===== config.mk =====
export PLATFORM = sky130hd
export DESIGN_NAME = color_fsm_sequencer
export DESIGN_NICKNAME = d
export VERILOG_FILES = /design/src/rtl/color_fsm_sequencer.sv
export SDC_FILE = /design/constraint.sdc
export NUM_CORES = 1
export LEC_CHECK = 0
export CAP_MARGIN = 20
export CORE_UTILIZATION = 55
export CTS_BUF_LIST = sky130_fd_sc_hd__clkbuf_8
export DETAILED_ROUTE_END_ITERATION = 10
export PLACE_DENSITY_LB_ADDON = 0.05
export SETUP_SLACK_MARGIN = 0.1
export SLEW_MARGIN = 20
export SYNTH_ARGS = -nofsm -noshare
export SYNTH_HDL_FRONTEND = slang
export SYNTH_SLANG_ARGS = --single-unit

===== constraint.sdc =====
create_clock -name clk -period 4.9 [get_ports clk]
set_clock_uncertainty 0.15 [all_clocks]
set_input_delay 0.98 -clock clk [delete_from_list [all_inputs] [get_ports clk]]
set_output_delay 0.98 -clock clk [all_outputs]
set_load 0.03 [all_outputs]

===== src/rtl/color_fsm_sequencer.sv =====
// color_fsm_sequencer
//   Shares a single two-state Blue/Red colour FSM among NUM_REQ requesters.
//   A requester is granted in round-robin order and its target colour is
//   latched. The sequencer then issues at most one TOGGLE command to the
//   colour FSM and watches the FSM output until the target appears. It then
//   pulses a one-hot ack, flagged as an error on timeout or when the FSM
//   output encoding is illegal.
//
// Ports
//   clk          clock, all state updates on posedge
//   rst          asynchronous, active-high reset
//   req_valid    per-requester request, held until the matching ack
//   req_color    per-requester target colour (0 = Blue, 1 = Red)
//   req_ack      one-hot, one-cycle completion pulse
//   req_err      qualifies req_ack: timeout or illegal FSM encoding
//   grant_id     index of the requester currently being served
//   busy         high whenever the sequencer is not idle
//   fsm_in       command to the colour FSM (2'h1 = TOGGLE, 2'h3 = NOP)
//   fsm_out      colour FSM output (2'h1 = Blue, 2'h2 = Red, others illegal)
//   toggle_cnt   saturating count of TOGGLE commands issued
//
// All outputs are decoded from registered state only.

module color_fsm_sequencer #(
    parameter int unsigned NUM_REQ = 4,
    parameter int unsigned TIMEOUT = 8,
    parameter int unsigned IDW     = 2
) (
    input  logic               clk,
    input  logic               rst,
    input  logic [NUM_REQ-1:0] req_valid,
    input  logic [NUM_REQ-1:0] req_color,
    output logic [NUM_REQ-1:0] req_ack,
    output logic               req_err,
    output logic [IDW-1:0]     grant_id,
    output logic               busy,
    output logic [1:0]         fsm_in,
    input  logic [1:0]         fsm_out,
    output logic [15:0]        toggle_cnt
);

    localparam int unsigned SELW = $clog2(NUM_REQ);
    localparam int unsigned TW   = $clog2(TIMEOUT);

    localparam logic [2:0] ST_IDLE  = 3'd0;
    localparam logic [2:0] ST_CHECK = 3'd1;
    localparam logic [2:0] ST_ISSUE = 3'd2;
    localparam logic [2:0] ST_WAIT  = 3'd3;
    localparam logic [2:0] ST_ACK   = 3'd4;

    localparam logic [1:0] CMD_TOGGLE = 2'h1;
    localparam logic [1:0] CMD_NOP    = 2'h3;
    localparam logic [1:0] COL_BLUE   = 2'h1;
    localparam logic [1:0] COL_RED    = 2'h2;

    logic [2:0]      state_q,      state_d;
    logic [SELW-1:0] grant_q,      grant_d;
    logic            target_q,     target_d;
    logic            err_q,        err_d;
    logic [SELW-1:0] rr_q,         rr_d;
    logic [TW-1:0]   timer_q,      timer_d;
    logic [15:0]     toggle_cnt_q, toggle_cnt_d;

    logic            pick_found;
    logic [SELW-1:0] pick_idx;
    logic [31:0]     cand;
    logic            fsm_legal;
    logic            fsm_match;

    // Round-robin pick: first pending requester at or after rr_q, wrapping.
    always_comb begin
        pick_found = 1'b0;
        pick_idx   = '0;
        cand       = '0;
        for (int unsigned k = 0; k < NUM_REQ; k++) begin
            cand = 32'(rr_q) + k;
            if (cand >= NUM_REQ) begin
                cand = cand - NUM_REQ;
            end
            if (!pick_found && req_valid[SELW'(cand)]) begin
                pick_found = 1'b1;
                pick_idx   = SELW'(cand);
            end
        end
    end

    // The latched target is always a legal encoding, so an illegal fsm_out
    // never matches and simply runs into the timeout while waiting.
    always_comb begin
        fsm_legal = (fsm_out == COL_BLUE) || (fsm_out == COL_RED);
        fsm_match = target_q ? (fsm_out == COL_RED) : (fsm_out == COL_BLUE);
    end

    always_comb begin
        state_d      = state_q;
        grant_d      = grant_q;
        target_d     = target_q;
        err_d        = err_q;
        rr_d         = rr_q;
        timer_d      = timer_q;
        toggle_cnt_d = toggle_cnt_q;

        case (state_q)
            ST_IDLE: begin
                if (pick_found) begin
                    grant_d  = pick_idx;
                    target_d = req_color[pick_idx];
                    state_d  = ST_CHECK;
                end
            end
            ST_CHECK: begin
                if (!fsm_legal) begin
                    err_d   = 1'b1;
                    state_d = ST_ACK;
                end else if (fsm_match) begin
                    err_d   = 1'b0;
                    state_d = ST_ACK;
                end else begin
                    state_d = ST_ISSUE;
                end
            end
            ST_ISSUE: begin
                if (toggle_cnt_q != 16'hFFFF) begin
                    toggle_cnt_d = toggle_cnt_q + 16'd1;
                end
                timer_d = '0;
                state_d = ST_WAIT;
            end
            ST_WAIT: begin
                if (fsm_match) begin
                    err_d   = 1'b0;
                    state_d = ST_ACK;
                end else if (32'(timer_q) == TIMEOUT - 1) begin
                    err_d   = 1'b1;
                    state_d = ST_ACK;
                end else begin
                    timer_d = timer_q + TW'(1);
                end
            end
            ST_ACK: begin
                if (32'(grant_q) == NUM_REQ - 1) begin
                    rr_d = '0;
                end else begin
                    rr_d = grant_q + SELW'(1);
                end
                state_d = ST_IDLE;
            end
            default: begin
                state_d = ST_IDLE;
            end
        endcase
    end

    always_ff @(posedge clk or posedge rst) begin
        if (rst) begin
            state_q      <= ST_IDLE;
            grant_q      <= '0;
            target_q     <= 1'b0;
            err_q        <= 1'b0;
            rr_q         <= '0;
            timer_q      <= '0;
            toggle_cnt_q <= '0;
        end else begin
            state_q      <= state_d;
            grant_q      <= grant_d;
            target_q     <= target_d;
            err_q        <= err_d;
            rr_q         <= rr_d;
            timer_q      <= timer_d;
            toggle_cnt_q <= toggle_cnt_d;
        end
    end

    always_comb begin
        req_ack = '0;
        if (state_q == ST_ACK) begin
            req_ack[grant_q] = 1'b1;
        end
    end

    assign req_err    = (state_q == ST_ACK) && err_q;
    assign grant_id   = IDW'(grant_q);
    assign busy       = (state_q != ST_IDLE);
    assign fsm_in     = (state_q == ST_ISSUE) ? CMD_TOGGLE : CMD_NOP;
    assign toggle_cnt = toggle_cnt_q;

endmodule

After elaboration in Yosys (flattened, before gate mapping):

Index checks and enable logic that the tools add are counted.

* register bits after elaboration: 28
* input bits: 12
* output and inout bits: 26
* word-level logic and storage cells: 102

* add/sub/neg operators: 10
* $lt $le $gt $ge: 11
* equal/unequal tests: 14
* multiplexer cells: 42
* reductions and logical operators: 18

Operators with widths (number)
* 3-bit two-way mux: 7
* 2-bit two-way mux: 10
* 2-bit by 3-bit less-than comparator with 1-bit output, second input constant: 6
* 16-bit by 1-bit adder with 16-bit output, second input constant: 1
* 16-bit != test, second input constant: 1
* 1-bit two-way mux: 15
* 3-bit one-hot mux with 4 select lines: 1
* 1-bit binary-select mux with 2-bit select: 5
* 3-bit >= comparator, second input constant: 3
* 2-bit by 1-bit subtractor with 2-bit output, second input constant: 4
* 2-bit by 2-bit adder with 3-bit output, second input constant: 2
* 3-bit by 2-bit equality test with 1-bit output, second input constant: 2
* 3-bit equality test, second input constant: 2
* 2-bit != test, second input constant: 3
* 3-bit != test, second input constant: 2
* 3-bit one-hot mux with 2 select lines: 1
* 2-bit AND reduction: 3
* 3-bit AND reduction: 2
* 1-bit logical AND: 5
* 2-bit equality test, second input constant: 2
* 4-bit two-way mux: 1
* 2-bit nonzero test: 2
* 2-bit by 1-bit adder with 3-bit output, second input constant: 1
* 3-bit by 1-bit adder with 3-bit output, second input constant: 1
* other kinds (11): 13

Longest topological paths before layout:

* word-level depth: 16
* mapped depth: 6
* depth with buffers taken out: 6

Worst setup path after synthesis:

OpenSTA, ideal clock, no wires.

* path kind: reg2out
* start point: register state_q[1]
* end point: output req_ack[0]
* arrival: 1302 ps
* required time: 3770 ps
* slack: 2468 ps
* cell stages (with the launch flop): 4
* cell sequence: dfrtp_1 -> buf_6 -> nor3b_1 -> and2_1

* cells in the longest elaborated chain, start to end: 2

Ends and longest elaborated chain
* from (decl): line 56 `logic [2:0] state_q, state_d;`
* from (signal assigned): line 164 `state_q <= state_d;`
* 3-bit equality test: line 176 `if (state_q == ST_ACK) begin`
* 4-bit two-way mux: line 176
* to (decl): line 33 `output logic [NUM_REQ-1:0] req_ack,`

No other way between the ends.

Final worst setup path:

Ends and elaborated chain as after synthesis.

==> metrics.log <==
INFO  metric insertedDiodeCount = 0
INFO  metric clk_root_buffer_cell = sky130_fd_sc_hd__clkbuf_8
INFO  metric detailroute.wirelength.met2 = 1610 µm
INFO  metric maximum_number_of_pins_on_one_net_before_global_route_repair = 29
INFO  metric max_freq = 291 MHz
INFO  metric finish.net_count = 216
INFO  metric mappedNetlistNets = 177
INFO  metric initial_utilization = 0.578
INFO  metric hold_end = toggle_cnt[15]
INFO  metric place_hpwl = 2370 µm
INFO  metric setup_fix_buffers_added_after_clock_tree_synthesis = 0
INFO  metric multi_input_area = 816 µm²
INFO  metric rows = 19
INFO  metric synthArstFlopShare = 1.00
INFO  metric floorplan.core_area = 2730 µm²
INFO  metric track_usage = 0.228
INFO  metric initial_antenna_violation_count = 0
INFO  metric timing.setup.critical_path_class = reg2out
INFO  metric worstPathMaxFanout = 10
INFO  metric remaining_drc_errors = 0
INFO  metric route.detailed.vias_per_inst = 5.58
INFO  metric synth-seq-area-share = 0.443
INFO  metric critical_path_start_type = flop
INFO  metric die_x = 55.6 µm
INFO  metric fin_crit_sh = 0.701
INFO  metric overall_die_area = 3090 µm²
INFO  metric setup_repair_after_global_routing_missed_its_margin = false
INFO  metric grt_pass1_wl = 5620 µm
INFO  metric pwr-share-clk = 0.133
INFO  metric timing.final.max_slew_violations = 0
INFO  metric int_pwr = 548 µW
INFO  metric highest-signal-layer = met4
INFO  metric synth.lib_cells_used.distinct = 42
INFO  metric min_from = toggle_cnt[15]
INFO  metric yosys_most_used_dff = sky130_fd_sc_hd__dfrtp_1
INFO  metric switchingPower = 378 µW
INFO  metric gp_congestion = 0.826
INFO  metric post_cts_hold_buffer_count = 0
INFO  metric final_hold_viol_count = 0
INFO  metric tritoncts_clock_tree = yes
INFO  metric clock_network_latency_to_the_later_pin_of_the_worst_skew_pair = 0.27 ns
INFO  metric most_frequent_cells_in_the_layout = sky130_fd_sc_hd__clkdlybuf4s50_1 (36), sky130_fd_sc_hd__dfrtp_1 (28), sky130_fd_sc_hd__nand3_1 (12), sky130_fd_sc_hd__inv_1 (11), sky130_fd_sc_hd__o21ai_0 (11)
INFO  metric worst-endpoint-arrival = 2.30 ns
INFO  metric power_switching_share = 0.408
INFO  metric grt_pass1_vias = 1270
INFO  metric layout.cells.most_common = sky130_fd_sc_hd__clkdlybuf4s50_1
INFO  metric drive_above_1_share = 0.0777
INFO  metric seq_power_share = 0.403
INFO  metric number_of_standard_cells_after_synthesis = 156
INFO  metric r2r_cells = 5
INFO  metric area_growth_from_synthesis_to_final_layout = 26.7%
INFO  metric hold_class = reg2reg
INFO  metric place_inst = 221
INFO  metric seq_area = 701 µm²
INFO  metric wl_met1 = 1360 µm
INFO  metric worstReg2RegEnd = toggle_cnt[15]
INFO  metric power.density_cell_area = 463 nW/µm²
INFO  metric io-pin-count = 38
INFO  metric dr.pass1.iters = 4
INFO  metric number_of_gates_resized_after_cts = 0
INFO  metric setup-tns-final = 0 ns
INFO  metric met3WireLength = 97 µm
INFO  metric setup.worst_path.end_class = primary output
INFO  metric route.final.wire_length = 3110 µm
INFO  metric postSynthRegisterBits = 28
INFO  metric post-place-ws = 1.75 ns
INFO  metric drt_iter0_drc = 41
INFO  metric max_cap_viol_count = 0
INFO  metric vias = 1250
INFO  metric tightest_slew = 0.738 ns
INFO  metric worstSetupStartpoint = state_q[1]
INFO  metric comb_power_share = 0.463
INFO  metric fill_cells = 213
INFO  metric outcome = complete, no violations
INFO  metric yosys_warnings = 0
INFO  metric die_height = 55.6 µm
INFO  metric grt_remaining_overflow = 0
INFO  metric final_setup_violating_endpoints = 0
INFO  metric clock_path_buffers = 2
INFO  metric synth_area = 1580 µm²
INFO  metric ir_worst_vdd = 0.301 mV
INFO  metric crit-reg2reg-launch = state_q[1]
INFO  metric relSlewSlack = 0.495
INFO  metric port_buffers = 36
INFO  metric fin_crit = 3.43 ns
INFO  metric worst_slack = 1.47 ns
INFO  metric worstHoldPathCells = 1
INFO  metric instances_no_fill = 224
INFO  metric p_leak = 0.000897 µW
INFO  metric power.total = 926 µW
INFO  metric route.antenna.remaining_nets = 0
INFO  metric routed_wire_length_per_instance = 13.9 µm
INFO  metric postSynthAreaPerCell = 10.1 µm²
INFO  metric worst-endpoint-required = 3.77 ns
INFO  metric clock_sink_count = 28
INFO  metric cts_buf_count = 3
INFO  metric synth-edff-count = 0
INFO  metric timing.reg2reg.setup_slack = 2.98 ns
INFO  metric h_tree_depth_reported_by_cts = 1
INFO  metric clk_pin_slew_worst_paths = 0.09 ns
[power by group through the flow]
stage          Combinational (µW)  Clock (µW)  Sequential [µW]
2_1_floorplan                 258           0              408
3_3_place_gp                  412           0              370
3_5_place_dp                  431           0              379
4_1_cts                       432         127              374
5_1_grt                       470         134              387
6_report                      429         124              374
[how the worst max path moves through the flow]
stage / to / slack (ns) / cells after the start
2_1_floorplan: req_ack[0] / 2.47 / 3
3_3_place_gp: req_err / 1.81 / 3
3_5_place_dp: req_ack[0] / 1.75 / 3
4_1_cts: req_ack[0] / 1.44 / 3
5_1_grt: req_err / 1.27 / 3
6_report: req_ack[0] / 1.47 / 3
[synth_stat cells (2+ instances only)]
| master | count | area [µm²] |
|---|---|---|
| sky130_fd_sc_hd__nor2_1 | 9 | 33.8 |
| sky130_fd_sc_hd__dfrtp_1 | 28 | 701 |
| sky130_fd_sc_hd__nand3_1 | 12 | 60.1 |
| sky130_fd_sc_hd__a21oi_1 | 5 | 25.0 |
| sky130_fd_sc_hd__nor3b_1 | 2 | 15.0 |
| sky130_fd_sc_hd__and2_1 | 5 | 31.3 |
| sky130_fd_sc_hd__xnor2_1 | 9 | 78.8 |
| sky130_fd_sc_hd__o21ai_0 | 11 | 55.1 |
| sky130_fd_sc_hd__nand4_1 | 2 | 12.5 |
| sky130_fd_sc_hd__and4_1 | 2 | 17.5 |
| sky130_fd_sc_hd__inv_1 | 12 | 45.0 |
| sky130_fd_sc_hd__ha_1 | 9 | 113 |
| sky130_fd_sc_hd__mux2_2 | 2 | 22.5 |
| sky130_fd_sc_hd__xor2_1 | 6 | 52.6 |
| sky130_fd_sc_hd__nand2_1 | 8 | 30.0 |
| sky130_fd_sc_hd__and3_1 | 4 | 25.0 |
| sky130_fd_sc_hd__nor2b_1 | 3 | 18.8 |
| sky130_fd_sc_hd__mux2i_1 | 2 | 20.0 |
| sky130_fd_sc_hd__nor3_1 | 2 | 10.0 |
[critical path, stage by stage (launching register included)]
cell	delay (ns)
sky130_fd_sc_hd__dfrtp_1	0.47
sky130_fd_sc_hd__nor3b_1	0.68
sky130_fd_sc_hd__and2_1	0.22
sky130_fd_sc_hd__clkdlybuf4s50_1	0.67
[cells by family after synthesis]
kind of cell    share of synthesized area
simple gates                        0.235
flops                               0.443
compound gates                     0.0974
xor+xnor                           0.0831
buf+inv                            0.0404
fa+ha+maj                          0.0713
mux                                0.0269
other cells                       0.00237
[flip-flops by register name (all words and copies together), names as in the netlist]
register and count:
state_q 3, err_q 1, toggle_cnt 16, target_q 1, timer_q 3, grant_id 2
rr_q 2
[metal layers]
metal | global-route usage | up-vias
li1 | - | 614
met1 | 0.289 | 607
met5 | 0 | -
met4 | 0.0750 | 0
met3 | 0.0349 | 5
met2 | 0.399 | 24
[final cells by class]
type,count,area share
well taps,31,0.0194
flip-flops and latches,28,0.350
repair buffers,36,0.180
clock buffers,3,0.0206
multi-input cells,114,0.407
inverters,12,0.0225
[per-stage QoR]
stage / instance area, µm² / utilization / hold slack, ns
3_5_place_dp: 1960 / 0.717 / 0.329
5_1_grt: 2000 / 0.732 / 0.361
4_1_cts: 2000 / 0.732 / 0.347
2_1_floorplan: 1580 / - / 0.312
3_3_place_gp: 1960 / 0.717 / 0.324
6_report: 2000 / 0.732 / 0.346
Power figures use the tool's default switching activity.
